**src/rtl/adder_share_arbiter.sv**
```systemverilog
// adder_share_arbiter
//
// Shares one external combinational W-bit adder between NUM_REQ requesters.
// A two-stage pipeline sits around the adder:
//   OP stage : registered operands of the granted requester. They drive the
//              adder's interleaved input bus, so the adder only ever sees
//              stable register outputs.
//   RS stage : registered adder result with the issuing requester ID. It is
//              held under downstream backpressure.
//
// Build option:
//   ADDER_ARB_FIXED_PRIO_EN - when defined, the lowest valid index always
//   wins and there is no round-robin pointer. When undefined, arbitration is
//   round-robin starting at rr_ptr.
//
// Ports:
//   clk, rst   - clock and asynchronous active-high reset
//   req_valid  - per-requester operand valid
//   req_ready  - per-requester accept (one-hot or zero)
//   req_a/b    - packed operands, slice i = [i*W +: W]
//   add_in     - to adder, bit 2k = a[k], bit 2k+1 = b[k]
//   add_out    - from adder, [W-1:0] sum, [W] carry out
//   rsp_*      - registered result, carry, requester ID, valid/ready
//   busy       - either pipeline stage holds a valid entry

module adder_share_arbiter #(
  parameter int NUM_REQ = 4,
  parameter int W       = 12,
  parameter int ID_W    = 2
) (
  input  logic                 clk,
  input  logic                 rst,
  input  logic [NUM_REQ-1:0]   req_valid,
  output logic [NUM_REQ-1:0]   req_ready,
  input  logic [NUM_REQ*W-1:0] req_a,
  input  logic [NUM_REQ*W-1:0] req_b,
  output logic [2*W-1:0]       add_in,
  input  logic [W:0]           add_out,
  output logic                 rsp_valid,
  input  logic                 rsp_ready,
  output logic [W-1:0]         rsp_sum,
  output logic                 rsp_cout,
  output logic [ID_W-1:0]      rsp_id,
  output logic                 busy
);

  logic            op_vld;
  logic [W-1:0]    op_a;
  logic [W-1:0]    op_b;
  logic [ID_W-1:0] op_id;

  logic            rs_adv;
  logic            op_adv;
  logic            grant_found;
  logic [ID_W-1:0] grant_idx;

`ifndef ADDER_ARB_FIXED_PRIO_EN
  logic [ID_W-1:0] rr_ptr;
`endif

  // RS can take a new value when it is empty or being popped this cycle;
  // OP can take a new value when it is empty or its content moves into RS.
  assign rs_adv = ~rsp_valid | rsp_ready;
  assign op_adv = ~op_vld | rs_adv;
  assign busy   = op_vld | rsp_valid;

  // Arbitration: scan requesters starting at the priority origin (rr_ptr,
  // or index 0 in the fixed-priority build) and pick the first valid one.
  always_comb begin
    logic [ID_W-1:0] idx;
    grant_found = 1'b0;
    grant_idx   = '0;
    idx         = '0;
    for (int k = 0; k < NUM_REQ; k++) begin
`ifdef ADDER_ARB_FIXED_PRIO_EN
      idx = ID_W'(k);
`else
      idx = ID_W'((int'(rr_ptr) + k) % NUM_REQ);
`endif
      if (!grant_found && req_valid[idx]) begin
        grant_found = 1'b1;
        grant_idx   = idx;
      end
    end
  end

  // Only the winner sees ready, and nobody does while OP is stalled, so a
  // request is never taken unless it is actually loaded on this edge.
  always_comb begin
    req_ready = '0;
    if (op_adv && grant_found) begin
      req_ready[grant_idx] = 1'b1;
    end
  end

  // OP stage. With no grant the operands are held so the adder inputs do
  // not toggle while idle; only the valid flag drops.
  always_ff @(posedge clk or posedge rst) begin
    if (rst) begin
      op_vld <= 1'b0;
      op_a   <= '0;
      op_b   <= '0;
      op_id  <= '0;
    end else if (op_adv) begin
      op_vld <= grant_found;
      if (grant_found) begin
        op_a  <= req_a[int'(grant_idx)*W +: W];
        op_b  <= req_b[int'(grant_idx)*W +: W];
        op_id <= grant_idx;
      end
    end
  end

`ifndef ADDER_ARB_FIXED_PRIO_EN
  // Pointer moves just past the winner so it has lowest priority next time.
  always_ff @(posedge clk or posedge rst) begin
    if (rst) begin
      rr_ptr <= '0;
    end else if (op_adv && grant_found) begin
      if (grant_idx == ID_W'(NUM_REQ - 1)) begin
        rr_ptr <= '0;
      end else begin
        rr_ptr <= grant_idx + ID_W'(1);
      end
    end
  end
`endif

  // RS stage. Data only changes when a real result is captured; a pop with
  // nothing behind it just clears the valid flag.
  always_ff @(posedge clk or posedge rst) begin
    if (rst) begin
      rsp_valid <= 1'b0;
      rsp_sum   <= '0;
      rsp_cout  <= 1'b0;
      rsp_id    <= '0;
    end else if (rs_adv) begin
      rsp_valid <= op_vld;
      if (op_vld) begin
        rsp_sum  <= add_out[W-1:0];
        rsp_cout <= add_out[W];
        rsp_id   <= op_id;
      end
    end
  end

  // Interleave operand bits onto the adder bus.
  always_comb begin
    add_in = '0;
    for (int k = 0; k < W; k++) begin
      add_in[2*k]   = op_a[k];
      add_in[2*k+1] = op_b[k];
    end
  end

endmodule

```
**config.mk**
```make
export PLATFORM = sky130hd
export DESIGN_NAME = adder_share_arbiter
export DESIGN_NICKNAME = d
export VERILOG_FILES = /design/src/rtl/adder_share_arbiter.sv
export SDC_FILE = /design/constraint.sdc
export NUM_CORES = 1
export LEC_CHECK = 0
export BUFFER_PORTS_ARGS = -buffer_cell sky130_fd_sc_hd__buf_4
export CAP_MARGIN = 20
export CELL_PAD_IN_SITES_DETAIL_PLACEMENT = 1
export CELL_PAD_IN_SITES_GLOBAL_PLACEMENT = 1
export CORE_ASPECT_RATIO = 2
export CORE_UTILIZATION = 33
export DETAILED_ROUTE_END_ITERATION = 16
export PLACE_DENSITY_LB_ADDON = 0.15
export SETUP_SLACK_MARGIN = 0.2
export SYNTH_ARGS = -nofsm -noshare
export SYNTH_HDL_FRONTEND = slang
export SYNTH_SLANG_ARGS = --single-unit
```
**constraint.sdc**
```tcl
create_clock -name clk -period 4.52 [get_ports clk]
set_input_delay 1.13 -clock clk [delete_from_list [all_inputs] [get_ports clk]]
set_output_delay 1.13 -clock clk [all_outputs]
set_load 0.05 [all_outputs]
```
==> run metrics, run 1 <==
CP max FO=6; Worst path slowest cell=nor2b_1; DIE AREA=8140 um^2; switch share=0.449; Fin. Hold Viols=0; Critical Path RT=3.39 ns; final core occ=0.531; Synthesized Nets=359; Layout Nets=516; Met1 Wirelength=2750 um; vias per cell=5.16; hold path start=op_id[0]$_DFFE_PP0P_; Setup crit start=req_valid[0]; CP endpoint kind=output port; Rows=45; Clock Skews=0.00688 ns; CP bufs+invs=3; count of cells resized by post-cts repair=0; critical path class=in -> out; CORE AREA=7540 um^2; Slew @ Worst Pin=0.947 ns; clock slew at reported path FFs=0.06 ns; final setup TNS=0 ns; Die W=64.3 um; reg2reg start=rr_ptr[0]$_DFFE_PP0P_; cell mode on critical path=buf_4; Pint=1.23 mW; total number of vias=2547; fin crit period=3.70 ns; Initial Util=0.339; DRC errors left=0; number of global-route vias before repair=2738; fin crit share=0.819; Hold Buf Count CTS=0; GRT Util Overall=0.213; CTS Buf Count=5; register share of total power=0.275; initial DRC count=108; largest net degree at the start of global routing=46; worst path arrival time=2.57 ns; Comb pwr share=0.555; GR Overflow Total=0; I/O Pins=161; clock tree buffer depth=2; ANT cells=0; DR top layer=met4; first-pass GRT wire length=13100 um; post-synthesis cell area=2560 um^2; IO buf count=160; Routed met3 length=514 um; Clock Latency Late Sink=0.29 ns; f_max=270 MHz; post-CTS setup buffers=0; synthesized area per cell=10.6 um^2; Slew Viols, Final=0; VDD IR-drop max=0.240 mV; Max Cap Viol=0; crit path cell chain=buf_4, nor2b_1, nor2_2, o221ai_4, inv_1, ha_1, and2_1, buf_4; Clock power frac=0.170; outcome=complete, no violations; antenna viol nets, final=0; Met2 Wirelength=5000 um; H-tree Lvls=2; NetSw=1.00 mW; Pleak=1.98 nW; power density cells=559 nW/um^2; Avg WL per Cell=17.2 um; synthesis warning total=0; Routability Congestion=0.814; worst rel slew slack=0.368; Syn Inst Count=242; Initial DRT Pass Iterations=4; # clock sinks=45; Setup crit start kind=input port; RSZ-0062 raised after global routing=no; Final Setup Violations=0; final wirelength=8490 um; TritonCTS clock tree=yes; dpl hpwl=6680 um; min-delay worst type=reg -> reg; share of cells above drive strength 1=0.558; sequential fraction of the synthesis area=0.440; Crit path max-delay family=simple AND/OR/NAND/NOR gates; initial antenna violation count=0; Die Ht=127 um; Yosys reg bits=45; slowest cell delay on critical path=0.34 ns; CTS Root Cell=clkbuf_16; synth unique cells=33; P&R area growth vs syn=56.4%
state kept, by name, summed over array words and instances, names as in the netlist:
| register | cells |
|---|---|
| rsp_valid | 1 |
| op_b | 12 |
| rsp_sum | 12 |
| op_id | 2 |
| op_a | 12 |
| rsp_id | 2 |
| op_vld | 1 |
| rr_ptr | 2 |
| rsp_cout | 1 |
layout make-up:
type                            count  area, um^2
Multi-Input combinational cell    178        1340
Inverter                            3        11.3
Sequential cell                    45        1130
Fill cell                         887        3540
Tap cell                           94         118
Clock inverter                      1        5.00
Timing Repair Buffer              166        1250
Clock buffer                        7         153
worst register-to-register path: stages, from the launching register on:
cell and delay, ns:
dfrtp_1 0.44, nor2b_1 0.35, nor2_2 0.12, o221ai_4 0.32, buf_4 0.43, mux2_2 0.40, a221o_1 0.29
cell families after synthesis:
group	after synthesis	share of synthesized area
multiplexers	41	0.201
AO/OA/AOI/OAI	57	0.174
flip-flops	45	0.440
adder cells (fa/ha/maj)	1	0.00489
buffers and inverters	19	0.0411
AND/OR/NAND/NOR	79	0.138
cell usage in the layout, fill, tap and decap left out, drive strengths merged:
master and n:
nor2b 5, o21ai 25, a221o 22, nor2 7, buf 166, o311a 1, mux2i 2, and2 2
o22ai 2, or2 1, nand2 55, nor3 4, ha 1, clkinv 1, dfrtp 45, o21bai 2
o31a 1, nand2b 3, mux2 39, o221ai 1, inv 3, nand3b 1, clkbuf 7, nor4 1
o211a 1, a211oi 1, o21a 1
power by group through the flow:
stage	clock (mW)	sequential (mW)	combinational [mW]
6_report	0.380	0.616	1.24
5_1_grt	0.401	0.632	1.31
4_1_cts	0.391	0.617	1.26
3_5_place_dp	0	0.623	1.25
3_3_place_gp	0	0.613	1.24
2_1_floorplan	0	1.02	0.449
final timing paths:
| check | end | slack, ns | cells after the start |
|---|---|---|---|
| worst max-delay path | req_ready[3] | 0.82 | 8 |
| worst min-delay path | op_id[0]$_DFFE_PP0P_ | 0.48 | 2 |
| max in group asynchronous | op_vld$_DFFE_PP0P_ | 2.86 | 2 |
| worst max register to register | op_b[3]$_DFFE_PP0P_ | 2.07 | 6 |
| min in group asynchronous | rsp_sum[2]$_DFFE_PP0P_ | 1.07 | 2 |
| worst min register to register | op_id[0]$_DFFE_PP0P_ | 0.48 | 2 |
metrics by stage:
stage / hold WS [ns] / power (mW) / setup WS (ns) / cell area (um^2) / std cells
floorplan: 0.442 / 1.47 / 0.508 / 2560 / 242
global placement: 0.476 / 1.85 / 0.875 / 3840 / 486
detailed placement: 0.472 / 1.88 / 0.802 / 3840 / 486
CTS: 0.488 / 2.27 / 0.808 / 4000 / 494
global route: 0.532 / 2.35 / 0.715 / 4000 / 494
finish: 0.479 / 2.24 / 0.820 / 4000 / 494
synth_stat cells (all sizes together):
| master | number | share of area |
|---|---|---|
| buf | 9 | 0.026 |
| o311a | 1 | 0.0039 |
| nor4 | 1 | 0.0024 |
| o21a | 1 | 0.0029 |
| o31a | 1 | 0.0034 |
| nand2b | 3 | 0.0073 |
| o21ai | 25 | 0.050 |
| mux2 | 39 | 0.19 |
| ha | 1 | 0.0049 |
| dfrtp | 45 | 0.44 |
| a211oi | 1 | 0.0029 |
| nor2 | 7 | 0.011 |
| o221ai | 1 | 0.010 |
| o21bai | 2 | 0.0059 |
| nor3 | 4 | 0.012 |
| o211a | 1 | 0.0039 |
| nand3b | 1 | 0.0029 |
| and2 | 2 | 0.0049 |
| o22ai | 2 | 0.0049 |
| clkbuf | 7 | 0.010 |
| a221o | 22 | 0.086 |
| nor2b | 5 | 0.014 |
| or2 | 1 | 0.0024 |
| nand2 | 55 | 0.081 |
| mux2i | 2 | 0.0078 |
| inv | 3 | 0.0044 |
routing by layer:
metal | vias up | global-route usage
li1 | 1182 | -
met5 | - | 0
met3 | 17 | 0.0477
met1 | 1240 | 0.196
met2 | 108 | 0.420
met4 | 0 | 0.0967
Power figures use the tool's default switching activity.
==> inputs of run 2 (changes only) <==
--- a/config.mk
+++ b/config.mk
@@ -10,7 +10,7 @@
 export CELL_PAD_IN_SITES_DETAIL_PLACEMENT = 1
 export CELL_PAD_IN_SITES_GLOBAL_PLACEMENT = 1
 export CORE_ASPECT_RATIO = 2
-export CORE_UTILIZATION = 33
+export CORE_UTILIZATION = 28
 export DETAILED_ROUTE_END_ITERATION = 16
 export PLACE_DENSITY_LB_ADDON = 0.15
 export SETUP_SLACK_MARGIN = 0.2
==> constraint.sdc (replaced) <==
create_clock -name clk -period 3 [get_ports clk]
set_input_delay 0.75 -clock clk [delete_from_list [all_inputs] [get_ports clk]]
set_output_delay 0.75 -clock clk [all_outputs]
set_load 0.05 [all_outputs]
==> run 2 against run 1 <==
Against the previous run:
- cell area is 3.3% higher
- via count is 0.79% higher
- utilization is 6.8 points lower
- clock power is 71% higher
- clock-buffer cell count is 2 lower
- die area is 17% higher
- register-to-register slack worse by 1.2 ns
- global-route usage is 2.4 points lower
- sequential power is 50% higher
- worst hold slack worse by 0.012 ns
- clock skew is 0.0018 ns lower
- sequential share of layout area is 0.91 points lower
- critical path type unchanged
==> run metrics, run 2 (synthesis results as in run 1) <==
outcome=complete, no violations; CTS Root Cell=clkbuf_16; vias per cell=5.03 (-2.4%); final wirelength=9090 um (+7.0%); Clock Latency Late Sink=0.29 ns (about the same); fin crit share=0.909; total number of vias=2567 (+0.79%); Initial Util=0.286 (-0.0533); CP endpoint kind=output port; crit path cell chain=buf_4, nor2b_4, and2_4, o31a_1, ha_2, and2_4, buf_8; Layout Nets=524 (+1.6%); Die W=69.6 um (+8.3%); min-delay worst type=reg -> reg; Setup WS post-layout=0.274 ns (-0.547 ns); Worst path slowest cell=o31a_1; CORE AREA=8950 um^2 (+19%); CP max FO=4 (-2); I/O Pins=161 (unchanged); final setup TNS=0 ns (unchanged); slowest cell delay on critical path=0.35 ns (about the same); Regs by FF count=op_a: 12 flops, op_b: 12 flops, rsp_sum: 12 flops; final core occ=0.462 (-0.0684); Clock Skews=0.00503 ns (-0.00185 ns); H-tree Lvls=2 (unchanged); Avg WL per Cell=17.8 um (+3.7%); DRC errors left=0 (unchanged); CTS Buf Count=5 (unchanged); Slew Viols, Final=0 (unchanged); GR Overflow Total=0 (unchanged); Slew @ Worst Pin=0.644 ns (-0.303 ns); largest net degree at the start of global routing=46 (unchanged); DIE AREA=9550 um^2 (+17%); antenna viol nets, final=0 (unchanged); worst rel slew slack=0.570 (+0.202); RSZ-0062 raised after global routing=no; TritonCTS clock tree=yes; post-place setup slack=0.114 ns (-0.688 ns); clock slew at reported path FFs=0.06 ns (about the same); P&R area growth vs syn=61.6%; Fin. Hold Viols=0 (unchanged); VDD IR-drop max=0.319 mV (+33%); Initial DRT Pass Iterations=4 (unchanged); worst path arrival time=1.98 ns (-0.59 ns); first-pass GRT wire length=13700 um (+4.8%); critical path class=in -> out; Routability Congestion=0.787 (-3.2%); initial antenna violation count=0 (unchanged); GRT Util Overall=0.189 (-0.0237); Max Cap Viol=0 (unchanged); Pleak=2.04 nW (+2.8%); Die Ht=137 um (+8.4%); Tot Pwr=3.51 mW (+57%); # clock sinks=45 (unchanged); post-CTS setup buffers=0 (unchanged); Critical Path RT=2.25 ns (-1.14 ns); dpl hpwl=6990 um (+4.7%); hold slack=0.468 ns (-0.0115 ns); ANT cells=0 (unchanged); commonest non-fill, non-tap cell in the layout=buf_4; share of cells above drive strength 1=0.583 (+0.0258); Setup crit start kind=input port; IO buf count=160 (unchanged); cell mode on critical path=and2_4; initial DRC count=102 (-5.6%); most frequent cells in the layout=buf_4 (171), nand2_1 (55), dfrtp_1 (45); f_max=367 MHz; power density cells=848 nW/um^2 (+52%); clock tree buffer depth=2 (unchanged); Rows=49 (+8.9%); Final Setup Violations=0 (unchanged); number of global-route vias before repair=2721 (-0.62%); fin crit period=2.73 ns
==> run 2: cell count changes in the layout (fill, tap and decap cells not counted), sizes merged <==
cell	delta
buf	+8
bufinv	+1
clkbuf	-2
clkinvlp	+1
==> run 2: cell type report <==
class / count / area [um^2]
fill: 1050 / 4810
multi-input combinational: 178 / 1370
timing repair buffer: 174 / 1330
sequential: 45 / 1130
tap: 102 / 128
clock buffer: 5 / 125
clock inverter: 3 / 46.3
inverter: 3 / 11.3
==> run 2: critical path: cells and delay by family <==
kind | cells | cell delay (ns)
adders and majority gates | 1 | 0.20
buffers and inverters | 2 | 0.26
AOI/OAI and AO/OA | 1 | 0.35
and+or+nand+nor | 3 | 0.41
==> run 2: worst paths after layout <==
path / start / end / slack (ns) / cells after the start
max in group asynchronous: rst / rsp_valid$_DFFE_PP0P_ / 2.28 / 3
hold reg to reg: op_id[1]$_DFFE_PP0P_ / op_id[1]$_DFFE_PP0P_ / 0.47 / 2
setup reg to reg: rr_ptr[0]$_DFFE_PP0P_ / op_b[4]$_DFFE_PP0P_ / 0.86 / 6
min in group asynchronous: rst / rsp_sum[0]$_DFFE_PP0P_ / 0.49 / 3
setup / recovery: req_valid[2] / req_ready[3] / 0.27 / 7
hold / removal: op_id[1]$_DFFE_PP0P_ / op_id[1]$_DFFE_PP0P_ / 0.47 / 2
==> run 2: power breakdown <==
part	leakage, nW	switching (mW)	internal, mW
logic	1.42	1.19	0.747
registers	0.535	0.120	0.801
clock network	0.0800	0.255	0.395
total	2.04	1.56	1.94
==> run 2: metal layers <==
layer  track usage  vias to the layer above  share of wire
li1              -                     1202              -
met4        0.0944                        0          0.033
met3        0.0395                       13          0.053
met2         0.379                      102           0.59
met1         0.177                     1250           0.33
met5             0                        -              0
==> run 2: metrics by stage <==
stage / instances / area, um^2
after global routing: 510 / 4140
after detailed placement: 502 / 3940
after global placement: 502 / 3940
after floorplan: 242 / 2570
final: 510 / 4140
after CTS: 510 / 4120
==> run 2: what timing repair did <==
action	4_1_cts	5_1_grt
endpoints found under the setup margin	2	4
hold buffers	0	0
gates resized for setup	3	7
pin swaps	2	2
==> inputs of run 3 (changes only) <==
--- a/config.mk
+++ b/config.mk
@@ -7,7 +7,7 @@
 export LEC_CHECK = 0
 export BUFFER_PORTS_ARGS = -buffer_cell sky130_fd_sc_hd__buf_4
 export CAP_MARGIN = 20
-export CELL_PAD_IN_SITES_DETAIL_PLACEMENT = 1
+export CELL_PAD_IN_SITES_DETAIL_PLACEMENT = 0
 export CELL_PAD_IN_SITES_GLOBAL_PLACEMENT = 1
 export CORE_ASPECT_RATIO = 2
 export CORE_UTILIZATION = 28
==> run 3 against run 2 <==
Against the previous run:
- via count down 3.0%
- first-iteration DRC count up 21%
- clock-buffer cell count up 1
- combinational power about the same
- largest power group unchanged
- die area unchanged
- largest cell class unchanged
==> run metrics, run 3 (synthesis results as in run 1) <==
most frequent cells in the layout=buf_4 (171), nand2_1 (55), dfrtp_1 (45); Die W=69.6 um (unchanged); CTS Root Cell=clkbuf_16; DIE AREA=9550 um^2 (unchanged); share of cells above drive strength 1=0.581 (-0.00245); Routability Congestion=0.787 (unchanged); I/O Pins=161 (unchanged); commonest non-fill, non-tap cell in the layout=buf_4; largest net degree at the start of global routing=46 (unchanged); dpl cell area=3940 um^2 (unchanged); first-pass GRT wire length=13000 um (-5.0%); CTS Buf Count=5 (unchanged); Worst Setup EP=req_ready[3]; Initial DRT Pass Iterations=4 (unchanged); filler cell count=929 (-12%); flop2flop setup slack=0.86 ns (about the same); clock slew at reported path FFs=0.06 ns (about the same); ANT cells=0 (unchanged); CP endpoint kind=output port; outcome=complete, no violations; fin crit period=2.74 ns (+0.0170 ns); Max Cap Viol=0 (unchanged); H-tree Lvls=2 (unchanged); RR Endpoint=op_b[4]$_DFFE_PP0P_; initial DRC count=123 (+21%); Clock Skews=0.00321 ns (-0.00182 ns); power density cells=826 nW/um^2 (-2.6%); worst path arrival time=1.99 ns (about the same); Hold Buf Count CTS=0 (unchanged); GRT Util Overall=0.179 (-0.0102); Critical Path RT=2.25 ns (about the same); Regs by FF count=op_a: 12 flops, op_b: 12 flops, rsp_sum: 12 flops; Avg WL per Cell=16.9 um (-5.2%); # clock sinks=45 (unchanged); antenna viol nets, final=0 (unchanged); IO buf count=160 (unchanged); final wirelength=8620 um (-5.2%); number of global-route vias before repair=2471 (-9.2%); CORE AREA=8950 um^2 (unchanged); critical path class=in -> out; Slew @ Worst Pin=0.631 ns (-0.0129 ns); min-delay worst type=reg -> reg; Setup crit start=req_valid[2]; DRC errors left=0 (unchanged); RSZ-0062 raised after global routing=no; Die Ht=137 um (unchanged); Slew Viols, Final=0 (unchanged); Reg2Reg Depth=6 (unchanged); total number of vias=2490 (-3.0%); TritonCTS clock tree=yes; worst rel slew slack=0.579 (+0.00860); vias per cell=4.88 (-3.0%); Final Setup Violations=0 (unchanged); fin crit share=0.914 (+0.00566); P&R area growth vs syn=60.3%; Initial Util=0.286 (unchanged); dpl hpwl=6420 um (-8.2%); Final Cell Area=4100 um^2 (-0.79%); clock tree buffer depth=2 (unchanged); Layout Nets=524 (unchanged); GR Overflow Total=0 (unchanged); final setup TNS=0 ns (unchanged); Clock Latency Late Sink=0.29 ns (about the same); VDD IR-drop max=0.285 mV (-11%); initial antenna violation count=0 (unchanged); Rows=49 (unchanged); Setup crit start kind=input port; f_max=365 MHz (-0.62%); CP max FO=4 (unchanged); Pleak=2.03 nW (-0.46%); post-CTS setup buffers=0 (unchanged); reg2reg start=rr_ptr[0]$_DFFE_PP0P_; Fin. Hold Viols=0 (unchanged)
==> run 3: changes by cell type in the layout (fill, tap and decap cells not counted) <==
cell	previous run	this run
clkinvlp_4	1	0
bufinv_16	1	0
clkinv_4	1	0
clkbuf_1	0	1
clkinv_2	0	2
==> run 3: worst min-delay path by stage <==
stage,startpoint,endpoint,depth (start not counted)
detailed placement,op_id[1]$_DFFE_PP0P_,op_id[1]$_DFFE_PP0P_,2
global placement,op_id[1]$_DFFE_PP0P_,op_id[1]$_DFFE_PP0P_,2
CTS,op_id[1]$_DFFE_PP0P_,op_id[1]$_DFFE_PP0P_,2
finish,op_id[1]$_DFFE_PP0P_,op_id[1]$_DFFE_PP0P_,2
global route,rsp_sum[9]$_DFFE_PP0P_,rsp_sum[9]$_DFFE_PP0P_,1
floorplan,op_id[0]$_DFFE_PP0P_,op_id[0]$_DFFE_PP0P_,2
==> run 3: through the flow <==
stage | util | setup WS [ns] | hold slack, ns | power (mW) | instances
6_report | 0.458 | 0.257 | 0.473 | 3.39 | 510
5_1_grt | 0.458 | 0.211 | 0.519 | 3.58 | 510
4_1_cts | 0.456 | 0.198 | 0.475 | 3.42 | 510
3_5_place_dp | 0.440 | 0.138 | 0.459 | 2.86 | 502
3_3_place_gp | 0.440 | 0.142 | 0.456 | 2.84 | 502
2_1_floorplan | - | 0.161 | 0.442 | 2.22 | 242
==> run 3: timing repair <==
item	in CTS	in global routing
resized for setup	2	8
pin swaps	1	3
setup endpoints to repair	2	3
==> run 3: critical path, cell delays in order <==
cell     delay, ns
buf_4         0.12
nor2b_4       0.13
and2_4        0.15
o31a_1        0.37
ha_2          0.19
and2_4        0.13
buf_8         0.14
==> run 3: layout make-up <==
cell class,instances,area (um^2),area share
Sequential cell,45,1130,0.274
Tap cell,102,128,0.0311
Timing Repair Buffer,174,1330,0.324
Clock inverter,2,10.0,0.00244
Inverter,3,11.3,0.00274
Clock buffer,6,129,0.0314
Multi-Input combinational cell,178,1370,0.334
==> run 3: per-layer routing <==
metal	routed length, um	GRT usage
met5	0	0
met4	207	0.0756
met3	480	0.0358
met2	5050	0.351
met1	2880	0.181
==> run 3: report_power, final <==
group          internal [mW]  switching [mW]  total, mW
clock                  0.306           0.236      0.542
sequential             0.801           0.119      0.921
combinational          0.746            1.18       1.93
total                   1.85            1.54       3.39
